File: src/rtl/sequenced_decoder.sv
`default_nettype none
// ============================================================================
//  Module      : sequenced_decoder
//  Description : Registered ADDR_WIDTH-to-2^ADDR_WIDTH one-hot decoder.
//                DIRECT mode decodes addresses accepted over valid/ready.
//                SCAN mode walks the one-hot select across every output,
//                holding each for SCAN_DWELL cycles, pulsing scan_wrap on wrap.
//  Revision    : 1.0 - initial release
// ============================================================================
module sequenced_decoder #(
    parameter int ADDR_WIDTH = 2,
    parameter int SCAN_DWELL = 4
) (
    input  logic                         clk,
    input  logic                         reset_n,
    input  logic                         enable,
    input  logic                         mode,
    input  logic                         addr_valid,
    input  logic [ADDR_WIDTH-1:0]        address,
    output logic                         addr_ready,
    output logic [(1<<ADDR_WIDTH)-1:0]   select,
    output logic                         select_valid,
    output logic [ADDR_WIDTH-1:0]        current_index,
    output logic                         scan_wrap
);

    localparam int C_NOUT  = 1 << ADDR_WIDTH;
    localparam int C_CNT_W = $clog2(SCAN_DWELL) + 1;
    localparam logic [C_CNT_W-1:0] C_DWELL_LAST = C_CNT_W'(SCAN_DWELL - 1);

    typedef enum logic [1:0] {
        ST_IDLE   = 2'd0,
        ST_DIRECT = 2'd1,
        ST_SCAN   = 2'd2
    } state_t;

    state_t               r_state;
    logic [C_NOUT-1:0]    r_select;
    logic [ADDR_WIDTH-1:0] r_index;
    logic                 r_valid;
    logic                 r_wrap;
    logic [C_CNT_W-1:0]   r_dwell;

    state_t               w_state_nxt;
    logic [C_NOUT-1:0]    w_select_nxt;
    logic [ADDR_WIDTH-1:0] w_index_nxt;
    logic                 w_valid_nxt;
    logic                 w_wrap_nxt;
    logic [C_CNT_W-1:0]   w_dwell_nxt;
    logic [C_NOUT-1:0]    w_onehot;
    logic                 w_accept;

    // Ready is combinational so an address can be taken on the very edge
    // that enters DIRECT; SCAN never accepts.
    assign addr_ready = reset_n & enable & ~mode & (r_state != ST_SCAN);
    assign w_accept   = addr_valid & addr_ready;

    // One-hot image of the offered address.
    always_comb begin
        w_onehot          = '0;
        w_onehot[address] = 1'b1;
    end

    // Next-state and next-output logic; every path that lands in IDLE clears
    // the outputs so select is never stale.
    always_comb begin
        w_state_nxt  = r_state;
        w_select_nxt = r_select;
        w_index_nxt  = r_index;
        w_valid_nxt  = r_valid;
        w_wrap_nxt   = 1'b0;
        w_dwell_nxt  = r_dwell;

        case (r_state)
            ST_IDLE: begin
                if (w_accept) begin
                    w_state_nxt  = ST_DIRECT;
                    w_select_nxt = w_onehot;
                    w_index_nxt  = address;
                    w_valid_nxt  = 1'b1;
                end else if (enable && mode) begin
                    w_state_nxt  = ST_SCAN;
                    w_select_nxt = C_NOUT'(1);
                    w_index_nxt  = '0;
                    w_valid_nxt  = 1'b1;
                    w_dwell_nxt  = '0;
                end
            end

            ST_DIRECT: begin
                if (!enable || mode) begin
                    w_state_nxt  = ST_IDLE;
                    w_select_nxt = '0;
                    w_index_nxt  = '0;
                    w_valid_nxt  = 1'b0;
                end else if (w_accept) begin
                    w_select_nxt = w_onehot;
                    w_index_nxt  = address;
                end
            end

            ST_SCAN: begin
                if (!enable || !mode) begin
                    w_state_nxt  = ST_IDLE;
                    w_select_nxt = '0;
                    w_index_nxt  = '0;
                    w_valid_nxt  = 1'b0;
                    w_dwell_nxt  = '0;
                end else if (r_dwell == C_DWELL_LAST) begin
                    // Dwell expired: rotate to the next output, wrapping top -> bit 0.
                    w_dwell_nxt  = '0;
                    w_select_nxt = {r_select[C_NOUT-2:0], r_select[C_NOUT-1]};
                    w_index_nxt  = r_index + ADDR_WIDTH'(1);
                    w_wrap_nxt   = r_select[C_NOUT-1];
                end else begin
                    w_dwell_nxt  = r_dwell + C_CNT_W'(1);
                end
            end

            default: begin
                w_state_nxt  = ST_IDLE;
                w_select_nxt = '0;
                w_index_nxt  = '0;
                w_valid_nxt  = 1'b0;
                w_dwell_nxt  = '0;
            end
        endcase
    end

    // State and output registers; asynchronous reset clears everything at once.
    always_ff @(posedge clk or negedge reset_n) begin
        if (!reset_n) begin
            r_state  <= ST_IDLE;
            r_select <= '0;
            r_index  <= '0;
            r_valid  <= 1'b0;
            r_wrap   <= 1'b0;
            r_dwell  <= '0;
        end else begin
            r_state  <= w_state_nxt;
            r_select <= w_select_nxt;
            r_index  <= w_index_nxt;
            r_valid  <= w_valid_nxt;
            r_wrap   <= w_wrap_nxt;
            r_dwell  <= w_dwell_nxt;
        end
    end

    assign select        = r_select;
    assign select_valid  = r_valid;
    assign current_index = r_index;
    assign scan_wrap     = r_wrap;

endmodule
`default_nettype wire

File: config.mk
export PLATFORM = sky130hd
export DESIGN_NAME = sequenced_decoder
export DESIGN_NICKNAME = d
export VERILOG_FILES = /design/src/rtl/sequenced_decoder.sv
export SDC_FILE = /design/constraint.sdc
export NUM_CORES = 1
export LEC_CHECK = 0
export BUFFER_PORTS_ARGS = -buffer_cell sky130_fd_sc_hd__buf_2
export CAP_MARGIN = 5
export CORE_MARGIN = 2
export CORE_UTILIZATION = 55
export CTS_CLUSTER_SIZE = 30
export DETAILED_ROUTE_END_ITERATION = 8
export PLACE_DENSITY_LB_ADDON = 0.05
export SYNTH_ARGS = -nofsm -noshare
export SYNTH_HDL_FRONTEND = slang
export SYNTH_SLANG_ARGS = --single-unit
export TNS_END_PERCENT = 1
File: constraint.sdc
create_clock -name clk -period 2.2 [get_ports clk]
set_input_delay 0.55 -clock clk [delete_from_list [all_inputs] [get_ports clk]]
set_output_delay 0.55 -clock clk [all_outputs]
set_load 0.05 [all_outputs]
==> results.py, run 1 <==
metrics = {
    "placement": {
        "place_congestion": 0.732,
        "place_ws_ns": 0.369,
        "io_buffer_count": 15,
        "dpl_cell_area_um2": 825,
        "hpwl_mm": 1.05,
    },
    "floorplanning": {
        "ioPinCount": 16,
        "core_area_um2": 1270,
        "start_util_pct": 57.4,
        "die_w_um": 40.4,
        "die_area_um2": 1630,
        "fp-row-count": 13,
        "die_h_um": 40.4,
    },
    "clock_network": {
        "cts_num_sinks": 13,
        "cts_resized": 0,
        "cts_root_buffer": "clkbuf_4",
        "clock_latency_ns": 0.27,
        "clock_path_buffers": 2,
        "cts_setup_buffers": 0,
        "cts_tree": "built",
        "cts-buffers-inserted": 3,
        "hold_buffers": 0,
        "cts-htree-levels": 1,
        "clk_pin_slew_ns": 0.08,
    },
    "sta": {
        "rsz0062_at_grt": "no",
        "tightest_slew_ns": 0.482,
        "final_max_slew_viol_count": 0,
        "tns_ns": 0,
        "hold_viol": 0,
        "setup_violations": 0,
        "finalWorstSetupSlack_ns": 0.143,
        "post-route-period-util_pct": 93.5,
        "slew_headroom_pct": 67.9,
        "period_needed_ns": 2.06,
        "timing.hold.ws_ns": 0.0935,
        "skew_ns": 0.00916,
        "fmax_ghz": 0.486,
    },
    "cells_and_area": {
        "antenna_cells": 0,
        "layout.nets": 97,
        "fin_util_pct": 67.1,
        "fill_cells": 107,
        "area_growth_syn_to_layout_pct": 16.8,
        "layout-drive-gt1-share_pct": 34.1,
        "fin_area_um2": 851,
    },
    "synthesis": {
        "ys_ff_latch": 13,
        "synth-edff-count": 0,
        "synth_flop_cell": "dfrtp_1",
        "syn_inst": 69,
        "avgSynthCellArea_um2": 10.6,
        "seq_area_frac_synth_pct": 44.7,
        "syn-num-nets": 77,
        "async_flop_share_pct": 100,
        "yosysWarnings": 0,
        "yosysUniqueCellTypes": 36,
        "synth_area_um2": 728,
    },
    "grt": {
        "grt_pass1_wl_mm": 2.30,
        "grt_use_total_pct": 21.5,
        "antenna_found_initial": 0,
        "grt-ovfl-total": 0,
        "grt_pass1_vias": 528,
        "grt_max_degree": 16,
    },
    "detailed_routing": {
        "viasPerCell": 5.93,
        "drc": 0,
        "dr_total_vias": 611,
        "wirelength_mm": 1.43,
        "ant_nets": 0,
        "first_pass_iters": 4,
        "drtIter0Drc": 15,
        "wire_per_inst_um": 13.9,
    },
    "power_and_ir_drop": {
        "power_switching_uw": 169,
        "peakVddDrop_mv": 0.398,
        "p_seq_share_pct": 50.3,
        "p_leak_nw": 0.399,
        "clkPwrFrac_pct": 26.7,
        "internal_power_uw": 362,
        "swShare_pct": 31.9,
        "pwr-share-comb_pct": 23.0,
        "p_per_area_nw_per_um2": 624,
    },
    "setup_path": {
        "critPathLaunch": "r_state[1]",
        "critPathMaxFanout": 15,
        "rr_startpoint": "r_state[1]",
        "critical_path_class": "flip-flop to primary output",
        "cp.required_ns": 1.65,
        "crit_path_end_kind": "primary output",
        "crit_arrival_ns": 1.51,
        "startpoint_type": "flip-flop",
    },
    "worst_hold_path": {
        "hp-class": "input pin to async pin",
    },
    "status": {
        "status": "finished, final reports clean",
    },
    "flow_run": {
        "max_cap_violations": 0,
    },
}
final timing paths:
check,slack [ns],cells after the start,to
max in group asynchronous,1.73,2,select[0]
min,0.09,1,r_state[0]
min in group clk,0.48,1,r_dwell[2]
max,0.14,4,addr_ready
max reg2reg,0.55,4,select[0]
min reg2reg,0.48,1,r_dwell[2]
cell families (layout without fill, tap and decap cells):
| logic type | count (synthesis) | count (layout) | share of synthesized area (%) |
|---|---|---|---|
| buffers and inverters | 8 | 27 | 4.64 |
| multiplexers | 5 | 5 | 7.56 |
| AO/OA/AOI/OAI | 21 | 21 | 22.2 |
| adder cells (fa/ha/maj) | 1 | 1 | 1.72 |
| flip-flops | 13 | 13 | 44.7 |
| AND/OR/NAND/NOR | 21 | 21 | 19.2 |
synthesized netlist by cell type (all sizes together), types with 2 or more instances:
cell,count,share of area (%)
inv,7,4.0
a32oi,3,4.6
o21ai,4,2.7
nand3,2,1.4
nand2b,2,2.1
a21oi,4,2.7
and2,3,2.9
nor3,2,2.9
dfrtp,13,45
nand2,7,5.0
o2bb2ai,2,2.4
mux2,4,6.2
a32o,2,2.7
power by group through the flow:
stage	registers (mW)	clock network [mW]	logic (mW)
after floorplan	0.303	0	0.0529
after global placement	0.271	0	0.121
after detailed placement	0.271	0	0.123
after CTS	0.267	0.146	0.123
after global routing	0.270	0.158	0.133
final	0.267	0.142	0.122
per-layer routing:
layer	part of all wire, %	vias up	GRT usage (%)
li1	-	295	-
met1	48	298	29.7
met2	45	16	32.1
met3	5.9	2	5.56
met4	0.84	0	7.50
met5	0	-	0
worst max-delay path, stage by stage, from the launching register on:
cell	delay, ns
dfrtp_1	0.64
inv_1	0.16
o21ai_0	0.18
nor2_1	0.05
buf_2	0.20
cell usage in the layout (no fill, tap or decap), types with 2 or more instances in the layout:
cell type  netlist  final
inv_1            6      6
a32oi_1          2      2
dfrtp_1         13     13
and2_1           2      2
o2bb2ai_1        2      2
a21oi_1          4      4
buf_2            1     15
mux2_2           2      2
o21ai_0          3      3
mux2_1           2      2
a32o_1           2      2
clkbuf_4         0      3
nand2_1          5      5
nand3_1          2      2
stage by stage:
step	instances	total power, mW
floorplan	69	0.356
global placement	99	0.392
detailed placement	99	0.394
CTS	103	0.536
global route	103	0.560
finish	103	0.531
state kept, by name (all words and copies together), names as in the netlist:
signal and count:
current_index 2, r_dwell 3, r_state 2, select 4, scan_wrap 1, select_valid 1
cell type report:
cell class | count | area, µm² | area share (%)
sequential | 13 | 325 | 38.2
multi-input combinational | 48 | 369 | 43.4
clock buffer | 4 | 26.3 | 3.09
timing repair buffer | 16 | 82.6 | 9.71
tap | 15 | 18.8 | 2.21
inverter | 7 | 28.8 | 3.38
Note: power is estimated with default switching activity, not from simulation.
==> inputs of run 2 (changes only) <==
--- a/config.mk
+++ b/config.mk
@@ -7,8 +7,10 @@
 export LEC_CHECK = 0
 export BUFFER_PORTS_ARGS = -buffer_cell sky130_fd_sc_hd__buf_2
 export CAP_MARGIN = 5
+export CELL_PAD_IN_SITES_DETAIL_PLACEMENT = 0
+export CELL_PAD_IN_SITES_GLOBAL_PLACEMENT = 1
 export CORE_MARGIN = 2
-export CORE_UTILIZATION = 55
+export CORE_UTILIZATION = 42
 export CTS_CLUSTER_SIZE = 30
 export DETAILED_ROUTE_END_ITERATION = 8
 export PLACE_DENSITY_LB_ADDON = 0.05
==> run 2 against run 1 <==
Effect of this change:
- total power grew 2.0%
- critical path depth did not move
- largest power group unchanged
- sequential power about the same
- worst setup slack improved by 0.18 ns
- global-route usage down 4.6 points
- via count shrank 4.7%
- cell area rose by 1.3%
- routed wire length is 2.3% higher
- count of clock-buffer cells in the layout decreased by 1
- critical path type unchanged
- first-iteration DRC count up 33%
- die area increased by 28%
==> results.py, run 2 (synthesized netlist as in run 1, its figures left out) <==
metrics = {
    "status": {
        "status": "finished, final reports clean",
    },
    "clock_network": {
        "clk_pin_slew_ns": 0.09,
        "cts_tree": "built",
        "hold_buffers": 0,
        "cts_num_sinks": 13,
        "cts-buffers-inserted": 3,
        "clock_path_buffers": 2,
        "clock_latency_ns": 0.27,
        "cts_root_buffer": "clkbuf_4",
        "cts_setup_buffers": 0,
        "cts_resized": 0,
        "cts-htree-levels": 1,
    },
    "floorplanning": {
        "die_w_um": 45.6,
        "core_area_um2": 1670,
        "die_h_um": 45.6,
        "start_util_pct": 43.6,
        "fp-row-count": 15,
        "ioPinCount": 16,
        "die_area_um2": 2080,
    },
    "power_and_ir_drop": {
        "p_seq_share_pct": 48.9,
        "peakVddDrop_mv": 0.261,
        "p_per_area_nw_per_um2": 628,
        "swShare_pct": 33.5,
        "clkPwrFrac_pct": 28.0,
        "pwr-share-comb_pct": 23.1,
        "internal_power_uw": 360,
        "power_switching_uw": 182,
        "p_leak_nw": 0.407,
    },
    "detailed_routing": {
        "drc": 0,
        "ant_nets": 0,
        "first_pass_iters": 4,
        "drtIter0Drc": 20,
        "wirelength_mm": 1.47,
        "wire_per_inst_um": 13.8,
        "dr_total_vias": 582,
        "viasPerCell": 5.49,
    },
    "flow_run": {
        "max_cap_violations": 0,
    },
    "cells_and_area": {
        "final_cell_mix": "buf_2, dfrtp_1, inv_1",
        "largest_reg_flops": 4,
        "antenna_cells": 0,
        "area_growth_syn_to_layout_pct": 18.4,
        "layout.nets": 98,
        "layout_commonest_cell": "buf_2",
        "layout-drive-gt1-share_pct": 36.0,
        "fill_cells": 152,
    },
    "setup_path": {
        "rr_startpoint": "r_dwell[0]",
        "critPathMaxFanout": 7,
        "cp_slowest_cell": "dfrtp_1",
        "crit_path_end_kind": "primary output",
        "crit_arrival_ns": 1.33,
        "startpoint_type": "flip-flop",
        "cp_cell_sequence": "inv_1, o21ai_0, nor2_1, buf_2",
        "regToRegSetupSlack_ns": 0.63,
        "crit_path_max_incr_delay_ns": 0.47,
        "critical_path_class": "flip-flop to primary output",
        "timing.rr.end": "current_index[0]",
        "reg2reg_depth": 5,
        "cp.required_ns": 1.65,
        "path_buf_inv": 2,
        "cpLargestDelayFamily": "flip-flops",
    },
    "grt": {
        "grt_max_degree": 11,
        "antenna_found_initial": 0,
        "grt_pass1_wl_mm": 2.54,
        "grt_pass1_vias": 584,
        "grt-ovfl-total": 0,
        "grt_use_total_pct": 16.9,
    },
    "sta": {
        "hold_viol": 0,
        "period_needed_ns": 1.88,
        "rsz0062_at_grt": "no",
        "tightest_slew_ns": 0.273,
        "skew_ns": 0.000898,
        "final_max_slew_viol_count": 0,
        "post-route-period-util_pct": 85.3,
        "slew_headroom_pct": 81.8,
        "tns_ns": 0,
        "setup_violations": 0,
        "finalWorstSetupSlack_ns": 0.322,
        "fmax_ghz": 0.533,
    },
    "placement": {
        "hpwl_mm": 1.12,
        "place_congestion": 0.776,
        "place_ws_ns": 0.380,
        "io_buffer_count": 15,
    },
    "worst_hold_path": {
        "hp-class": "input pin to async pin",
    },
}
-- run 2: cell count changes in the layout (fill, tap and decap cells not counted) --
| cell | previous run | this run |
|---|---|---|
| clkbuf_1 | 1 | 0 |
| buf_4 | 1 | 2 |
| clkinv_2 | 0 | 1 |
-- run 2: power by group through the flow --
| stage | Sequential, mW | Clock, mW | Combinational, mW |
|---|---|---|---|
| after floorplan | 0.303 | 0 | 0.0529 |
| after global placement | 0.270 | 0 | 0.127 |
| after detailed placement | 0.270 | 0 | 0.126 |
| after CTS | 0.265 | 0.155 | 0.127 |
| after global routing | 0.267 | 0.163 | 0.136 |
| final | 0.265 | 0.151 | 0.125 |
-- run 2: worst register-to-register path: stages (launching register included) --
cell	delay [ns]
dfrtp_1	0.39
ha_1	0.18
nand2b_1	0.12
a32oi_2	0.28
nand2_2	0.15
mux2_1	0.33
-- run 2: per-stage QoR --
stage	instances	hold slack [ns]	cell area (µm²)	power, mW	utilization, %
3_3_place_gp	102	0.402	835	0.397	50.0
6_report	106	0.0993	862	0.541	51.6
3_5_place_dp	102	0.402	835	0.396	50.0
5_1_grt	106	0.108	862	0.566	51.6
2_1_floorplan	69	0.254	728	0.356	-
4_1_cts	106	0.101	862	0.547	51.6
-- run 2: final cells by class --
type                    instances  area (µm²)  share of cell area (%)
repair buffers                 17        90.1                    10.4
inverters                       7        28.8                    3.34
clock buffers                   3        22.5                    2.61
well taps                      17        21.3                    2.47
clock inverters                 1        5.00                   0.581
flip-flops and latches         13         325                    37.7
multi-input cells              48         369                    42.8
-- run 2: worst max path at each step --
stage,end,cells after the start,slack [ns],start
6_report,addr_ready,4,0.32,r_state[1]
5_1_grt,addr_ready,4,0.22,r_state[1]
4_1_cts,addr_ready,4,0.30,r_state[1]
3_5_place_dp,addr_ready,4,0.38,mode
3_3_place_gp,addr_ready,4,0.39,mode
2_1_floorplan,addr_ready,2,0.22,mode
-- run 2: layer usage --
layer | vias up | track usage (%) | part of all wire, %
li1 | 299 | - | -
met1 | 264 | 25.4 | 50
met2 | 15 | 23.9 | 44
met3 | 4 | 2.38 | 5.0
met4 | 0 | 7.06 | 1.3
met5 | - | 0 | 0
